<file path="src/rtl/wm_pkg.sv">
// Shared types and constants for the watermark pixel scheduler.
// FSM state encoding and APB register map.
package wm_pkg;

  typedef enum logic [2:0] {
    IDLE  = 3'd0,
    RD_P  = 3'd1,
    RD_W  = 3'd2,
    CAPT  = 3'd3,
    ISSUE = 3'd4,
    DONE  = 3'd5
  } state_t;

  localparam int CTRL       = 0;
  localparam int WHITE      = 1;
  localparam int NP         = 2;
  localparam int NW         = 3;
  localparam int PARAM_BASE = 4;
  localparam int IMG_BASE   = 10;
  localparam int NUM_PARAMS = 6;

endpackage

</file>
<file path="src/rtl/wm_addr_gen.sv">
// Pixel position counters (r, c, wr, wc) and the primary /
// watermark read-address arithmetic, truncated to address width.
module wm_addr_gen #(
  parameter int Amba_Addr_Depth = 20
) (
  input  logic                       clk,
  input  logic                       rst,
  input  logic [Amba_Addr_Depth-1:0] np,
  input  logic [Amba_Addr_Depth-1:0] nw,
  input  logic                       clear,
  input  logic                       advance,
  output logic [Amba_Addr_Depth-1:0] prim_addr,
  output logic [Amba_Addr_Depth-1:0] wm_addr,
  output logic                       last
);

  localparam int AW = Amba_Addr_Depth;
  localparam logic [AW-1:0] ONE = {{(AW-1){1'b0}}, 1'b1};

  logic [AW-1:0] r;
  logic [AW-1:0] c;
  logic [AW-1:0] wr;
  logic [AW-1:0] wc;
  logic          c_end;
  logic          wc_end;
  logic          wr_end;

  assign c_end  = (c == np - ONE);
  assign wc_end = (nw == '0) || (wc == nw - ONE);
  assign wr_end = (nw == '0) || (wr == nw - ONE);
  assign last   = c_end && (r == np - ONE);

  // Products kept at address width; overflow wraps silently.
  assign prim_addr = r * np + c;
  assign wm_addr   = np * np + wr * nw + wc;

  // Raster-order stepping; the watermark tiles across the image.
  always_ff @(posedge clk or negedge rst) begin
    if (!rst) begin
      r  <= '0;
      c  <= '0;
      wr <= '0;
      wc <= '0;
    end else if (clear) begin
      r  <= '0;
      c  <= '0;
      wr <= '0;
      wc <= '0;
    end else if (advance) begin
      if (c_end) begin
        c  <= '0;
        r  <= r + ONE;
        wc <= '0;
        wr <= wr_end ? '0 : wr + ONE;
      end else begin
        c  <= c + ONE;
        wc <= wc_end ? '0 : wc + ONE;
      end
    end
  end

endmodule

</file>
<file path="src/rtl/wm_scheduler.sv">
// APB-programmed scheduler feeding primary/watermark pixel pairs to a datapath.
// Optional cycle_cnt perf counter port: define WM_SCHED_PERF_EN.
module wm_scheduler
  import wm_pkg::*;
#(
  parameter int Amba_Addr_Depth = 20,
  parameter int Amba_Word       = 16,
  parameter int Data_Depth      = 8
) (
  input  logic                             clk,
  input  logic                             rst,
  input  logic                             PSEL,
  input  logic                             PENABLE,
  input  logic                             PWRITE,
  input  logic [Amba_Addr_Depth-1:0]       PADDR,
  input  logic [Amba_Word-1:0]             PWDATA,
  output logic                             mem_en,
  output logic                             mem_we,
  output logic [Amba_Addr_Depth-1:0]       mem_addr,
  output logic [Data_Depth-1:0]            mem_wdata,
  input  logic [Data_Depth-1:0]            mem_rdata,
  output logic                             dp_valid,
  input  logic                             dp_ready,
  output logic [Data_Depth-1:0]            dp_prim,
  output logic [Data_Depth-1:0]            dp_wm,
  output logic [Data_Depth-1:0]            dp_white,
  output logic [NUM_PARAMS*Data_Depth-1:0] dp_param,
  output logic                             busy,
  output logic                             Image_Done
`ifdef WM_SCHED_PERF_EN
  ,
  output logic [31:0]                      cycle_cnt
`endif
);

  localparam int AW = Amba_Addr_Depth;
  localparam int DD = Data_Depth;

  state_t state;
  state_t state_nxt;

  logic                     apb_wr;
  logic                     idle;
  logic                     reg_hit;
  logic                     reg_wr;
  logic                     img_wr;
  logic                     start_wr;
  logic                     go;
  logic                     advance;
  logic                     np_zero;
  logic                     nw_zero;
  logic                     last;

  logic                     ctrl_q;
  logic [DD-1:0]            white_q;
  logic [AW-1:0]            np_q;
  logic [AW-1:0]            nw_q;
  logic [NUM_PARAMS*DD-1:0] param_q;
  logic [DD-1:0]            prim_q;
  logic [DD-1:0]            wm_q;
  logic [AW-1:0]            prim_addr;
  logic [AW-1:0]            wm_addr;

  logic                     en_c;
  logic                     we_c;
  logic [AW-1:0]            addr_c;
  logic [DD-1:0]            wdata_c;

  assign apb_wr   = PSEL & PENABLE & PWRITE;
  assign idle     = (state == IDLE);
  assign reg_hit  = (PADDR < AW'(IMG_BASE));
  assign reg_wr   = idle & apb_wr & reg_hit;
  assign img_wr   = idle & apb_wr & ~reg_hit;
  assign start_wr = reg_wr & (PADDR == AW'(CTRL)) & PWDATA[0];
  assign go       = idle & (ctrl_q | start_wr);
  assign advance  = (state == ISSUE) & dp_ready;
  assign np_zero  = (np_q == '0);
  assign nw_zero  = (nw_q == '0);

  wm_addr_gen #(
    .Amba_Addr_Depth(AW)
  ) u_addr_gen (
    .clk      (clk),
    .rst      (rst),
    .np       (np_q),
    .nw       (nw_q),
    .clear    (go),
    .advance  (advance),
    .prim_addr(prim_addr),
    .wm_addr  (wm_addr),
    .last     (last)
  );

  // State register.
  always_ff @(posedge clk or negedge rst) begin
    if (!rst) state <= IDLE;
    else      state <= state_nxt;
  end

  // Next-state: four cycles per pixel, stalled in ISSUE.
  always_comb begin
    state_nxt = state;
    unique case (state)
      IDLE:    if (go) state_nxt = RD_P;
      RD_P:    state_nxt = np_zero ? DONE : RD_W;
      RD_W:    state_nxt = CAPT;
      CAPT:    state_nxt = ISSUE;
      ISSUE:   if (dp_ready) state_nxt = last ? DONE : RD_P;
      DONE:    state_nxt = IDLE;
      default: state_nxt = IDLE;
    endcase
  end

  // Memory port owner: APB pass-through when idle, reads when busy.
  always_comb begin
    en_c    = 1'b0;
    we_c    = 1'b0;
    addr_c  = '0;
    wdata_c = '0;
    unique case (state)
      IDLE: begin
        if (img_wr) begin
          en_c    = 1'b1;
          we_c    = 1'b1;
          addr_c  = PADDR - AW'(IMG_BASE);
          wdata_c = PWDATA[DD-1:0];
        end
      end
      RD_P: begin
        if (!np_zero) begin
          en_c   = 1'b1;
          addr_c = prim_addr;
        end
      end
      RD_W: begin
        if (!nw_zero) begin
          en_c   = 1'b1;
          addr_c = wm_addr;
        end
      end
      default: ;
    endcase
  end

  // Outputs forced low while reset is held, even with APB active.
  always_comb begin
    mem_en     = en_c & rst;
    mem_we     = we_c & rst;
    mem_addr   = rst ? addr_c : '0;
    mem_wdata  = rst ? wdata_c : '0;
    dp_valid   = (state == ISSUE);
    busy       = (state != IDLE);
    Image_Done = (state == DONE);
  end

  assign dp_prim  = prim_q;
  assign dp_wm    = wm_q;
  assign dp_white = white_q;
  assign dp_param = param_q;

  // Register file: writable only while idle; DONE drops the start bit.
  always_ff @(posedge clk or negedge rst) begin
    if (!rst) begin
      ctrl_q  <= 1'b0;
      white_q <= '0;
      np_q    <= '0;
      nw_q    <= '0;
      param_q <= '0;
    end else if (state == DONE) begin
      ctrl_q <= 1'b0;
    end else if (reg_wr) begin
      if (PADDR == AW'(CTRL))  ctrl_q  <= PWDATA[0];
      if (PADDR == AW'(WHITE)) white_q <= PWDATA[DD-1:0];
      if (PADDR == AW'(NP))    np_q    <= AW'(PWDATA);
      if (PADDR == AW'(NW))    nw_q    <= AW'(PWDATA);
      for (int i = 0; i < NUM_PARAMS; i++) begin
        if (PADDR == AW'(PARAM_BASE + i))
          param_q[i*DD +: DD] <= PWDATA[DD-1:0];
      end
    end
  end

  // Capture read data one cycle after each read strobe.
  always_ff @(posedge clk or negedge rst) begin
    if (!rst) begin
      prim_q <= '0;
      wm_q   <= '0;
    end else begin
      if (state == RD_W) prim_q <= mem_rdata;
      if (state == CAPT) wm_q   <= nw_zero ? '0 : mem_rdata;
    end
  end

`ifdef WM_SCHED_PERF_EN
  logic [31:0] cnt_q;

  // Cycles spent fetching/issuing; restarts at each start, holds after.
  always_ff @(posedge clk or negedge rst) begin
    if (!rst)
      cnt_q <= '0;
    else if (go)
      cnt_q <= '0;
    else if (state != IDLE && state != DONE)
      cnt_q <= cnt_q + 32'd1;
  end

  assign cycle_cnt = cnt_q;
`endif

endmodule

</file>
<file path="config.mk">
export PLATFORM = sky130hd
export DESIGN_NAME = wm_scheduler
export DESIGN_NICKNAME = d
export VERILOG_FILES = /design/src/rtl/wm_pkg.sv /design/src/rtl/wm_addr_gen.sv /design/src/rtl/wm_scheduler.sv
export SDC_FILE = /design/constraint.sdc
export NUM_CORES = 2
export LEC_CHECK = 0
export ABC_AREA = 0
export CAP_MARGIN = 25
export CORE_MARGIN = 3
export CORE_UTILIZATION = 40
export CTS_CLUSTER_DIAMETER = 120
export CTS_CLUSTER_SIZE = 10
export DETAILED_ROUTE_END_ITERATION = 7
export PLACE_DENSITY = 0.56
export SYNTH_ARGS = -nofsm -noshare
export SYNTH_HDL_FRONTEND = slang
export SYNTH_SLANG_ARGS = --single-unit
</file>
<file path="constraint.sdc">
create_clock -name clk -period 21.3 [get_ports clk]
set_clock_uncertainty 0.1 [all_clocks]
set_input_delay 4.26 -clock clk [delete_from_list [all_inputs] [get_ports clk]]
set_output_delay 4.26 -clock clk [all_outputs]
set_load 0.02 [all_outputs]
</file>
==> results.md <==
- Die Y: between 200 and 300 um
- Critical path class: reg -> out
- Crit share post-route: 0.618
- Core ar.: about 70000 um2
- Crit path launch: np_q[1]
- Core Rows: between 90 and 100
- Mapped cell area: ~29000 um2
- Clock transition at path regs: 0.08 ns
- Root buffer cell: clkbuf_16
- Slew @ Worst Pin: approximately 1.1 ns
- Dpl hpwl: 67.3 mm
- Most common cell after layout, fill and taps aside: inv_1
- Max Buffers Root-to-Sink: 2
- Vias in the first global route: 22700
- Status: complete, no violations
- Routed via count: 21400
- Setup violators final: 0
- Slowest-stage cell, CP: dfrtp_1
- WP data required: roughly 17 ns
- Slew margin rel.: 0.284
- Routed WL: ~85 mm
- EDFF count, synth: 0
- Tightest Hold Check Type: reg -> reg
- Post-cts hold buffer count: 0
- RePlAce Congestion: between 0.9 and 1
- Clock sinks: 188
- Startpoint Class: register
- Drt initial violations: 1578
- HP Start: dp_wm[4]
- Lkg Pwr: ~15 nW
- I/O Buffers: roughly 150
- Arr. time, crit path: 8.80 ns
- Most used cell, CP: fa_1
- Commonest non-fill, non-tap cells in the layout: inv_1 (599), fa_1 (456), nand2_1 (365)
- Post-route insts no fill: around 4000
- Fmax: between 70 and 80 MHz
- Initial antenna violation count: 1
- CTS tree: done
- I/O pin total: 155
- Largest net degree at the start of global routing: 84
- H-tree depth: 4
- Seq cells post-synth: 188
- Initial Utilization: 0.406
- Fraction of registers with async set/reset: 1.00
- Final critical-path required period: between 10 and 15 ns
- Worst r2r src: np_q[1]
- Worst Hold Slack: 0.383 ns
- Post-Syn Nets: about 3800
- Area Growth Syn to Fin: 10.8%
- WL/cell: just over 20 um
- Max incr delay on CP: around 0.95 ns
- Total number of yosys warnings: 0
- Final core utilization: 0.450
- Family with the most delay on the worst path: adder cells
- Share of layout cells above drive strength 1: 0.0626
- Register area share after synthesis: 0.165
- RSZ-0062 raised after global routing: no
- Avg Cell Area, Syn: 9.22 um2
- Primary FF master, synth: dfrtp_1
- Post-synthesis cell type count: between 60 and 70
- Max-slew violations: 0
- Clk Latency, worst-skew pair: 0.45 ns
- Worst-path maximum fanout: 21
- DRT Pass-1 Iters: 8
- All-Layer GR Usage: 0.232
- Global-route wire length before repair: between 100 and 150 mm
- TritonCTS buffer count: 17
- Power per cell area: between 20 and 25 nW/um2
- ANT nets after route: 0
- Buf+Inv Stages, Crit Path: 7
- Die area: about 75000 um2
- Max-cap viol count: 0
- Postcts setup bufs: 0
- Die X: between 200 and 300 um
- Placed Cells incl. Taps: approximately 4000
- Peak supply drop: between 0.05 and 0.06 mV
- DR vias/cell: 5.21
- Design Power: approximately 0.74 mW
- Nets: roughly 3800
- Cts repair resizes: 0
- Sum Neg Setup Slack: 0 ns
- Drt drc: 0
- CP Capture Type: primary output
- Grt ovf: 0
- Final Hold Viols: 0
- Synthesized instance count: just over 3000
==> worst reg2reg max path, cell delays in order, from the launching register on <==
cell and delay, ns:
dfrtp_1 0.74, buf_4 0.39, inv_1 0.13, ha_1 0.24, or4b_4 0.54, or4_4 0.57
nor4_4 0.35, mux2i_1 0.15, o2111a_1 0.18, and4_1 0.36, nor2_1 0.69, buf_6 0.24
nor4_1 0.06, a211o_1 0.26
==> final timing paths <==
kind                                    end  slack [ns]  cells after the start
setup / recovery               mem_addr[18]        8.14                     25
hold / removal                     dp_wm[4]        0.38                      2
setup reg to reg           u_addr_gen.wr[3]       16.19                     13
hold reg to reg                    dp_wm[4]        0.38                      2
max in group asynchronous  u_addr_gen.wc[6]       16.04                      2
min in group asynchronous       dp_white[7]        3.71                      1
==> layout make-up <==
| cell class | count | area (um2) |
|---|---|---|
| fillers | 6823 | 38700 |
| multi-input cells | 2140 | 21000 |
| flip-flops and latches | 188 | 4700 |
| inverters | 600 | 2250 |
| repair buffers | 202 | 1930 |
| well taps | 940 | 1180 |
| clock buffers | 17 | 425 |
| clock inverters | 15 | 205 |
| diodes | 1 | 2.50 |
==> state kept, by name, indices dropped and copies added, names as in the netlist, 8 cells and up <==
register and count:
dp_wm 8, dp_param 48, nw_q 16, u_addr_gen.c 20, u_addr_gen.r 20, u_addr_gen.wc 20, dp_white 8, np_q 16
u_addr_gen.wr 20, dp_prim 8
==> layer usage <==
layer / part of all wire / wire length (um) / track usage
met1: 0.45 / 37900 / 0.327
met2: 0.45 / 38100 / 0.366
met3: 0.081 / 6850 / 0.0539
met4: 0.020 / 1700 / 0.0485
met5: 0.00015 / 13 / 0
==> logic make-up after synthesis <==
group	synth area share
flops	0.165
xor+xnor	0.0835
buf+inv	0.102
simple gates	0.170
compound gates	0.0455
fa+ha+maj	0.393
mux	0.0406
==> power breakdown <==
group,leakage [nW],total (mW),internal [mW],switching (mW)
sequential,2.50,0.357,0.357,0.000000453
clock,0.307,0.344,0.180,0.164
combinational,12.4,0.0383,0.0132,0.0251
==> per-stage QoR <==
step                      cell area [um2]  setup slack [ns]
after floorplan                     28600              9.64
final                               31700              8.14
after global routing                31700              7.57
after CTS                           31600              8.16
after global placement              31000              8.52
after detailed placement            31000              8.67
==> cell usage after synthesis, types with 4 or more instances <==
cell | instances | area share
mux2_2 | 95 | 0.037
a21o_1 | 12 | 0.0032
o21ai_0 | 81 | 0.014
and2_1 | 216 | 0.047
buf_2 | 10 | 0.0018
a211oi_1 | 7 | 0.0018
o31ai_1 | 7 | 0.0018
dfrtp_1 | 188 | 0.16
a22oi_1 | 10 | 0.0026
or2_2 | 8 | 0.0018
ha_1 | 168 | 0.074
nor2b_1 | 6 | 0.0013
a211o_1 | 4 | 0.0012
and4_1 | 8 | 0.0025
nor3_1 | 34 | 0.0060
and3_1 | 33 | 0.0072
nand3_1 | 49 | 0.0086
mux2i_1 | 9 | 0.0032
xnor3_1 | 25 | 0.020
nand2b_1 | 21 | 0.0046
buf_1 | 11 | 0.0014
or4_1 | 8 | 0.0021
inv_1 | 599 | 0.079
o21a_1 | 6 | 0.0016
a222oi_1 | 7 | 0.0025
clkbuf_1 | 143 | 0.019
xnor2_1 | 156 | 0.048
nand4_1 | 26 | 0.0057
nor2_1 | 128 | 0.017
nand2_1 | 365 | 0.048
or3_1 | 20 | 0.0044
nor4_1 | 20 | 0.0044
xor2_1 | 52 | 0.016
fa_1 | 456 | 0.32
a21oi_1 | 43 | 0.0075
nor3b_1 | 7 | 0.0018
a31oi_1 | 9 | 0.0020
No activity file was read; power rests on OpenSTA's default activity.
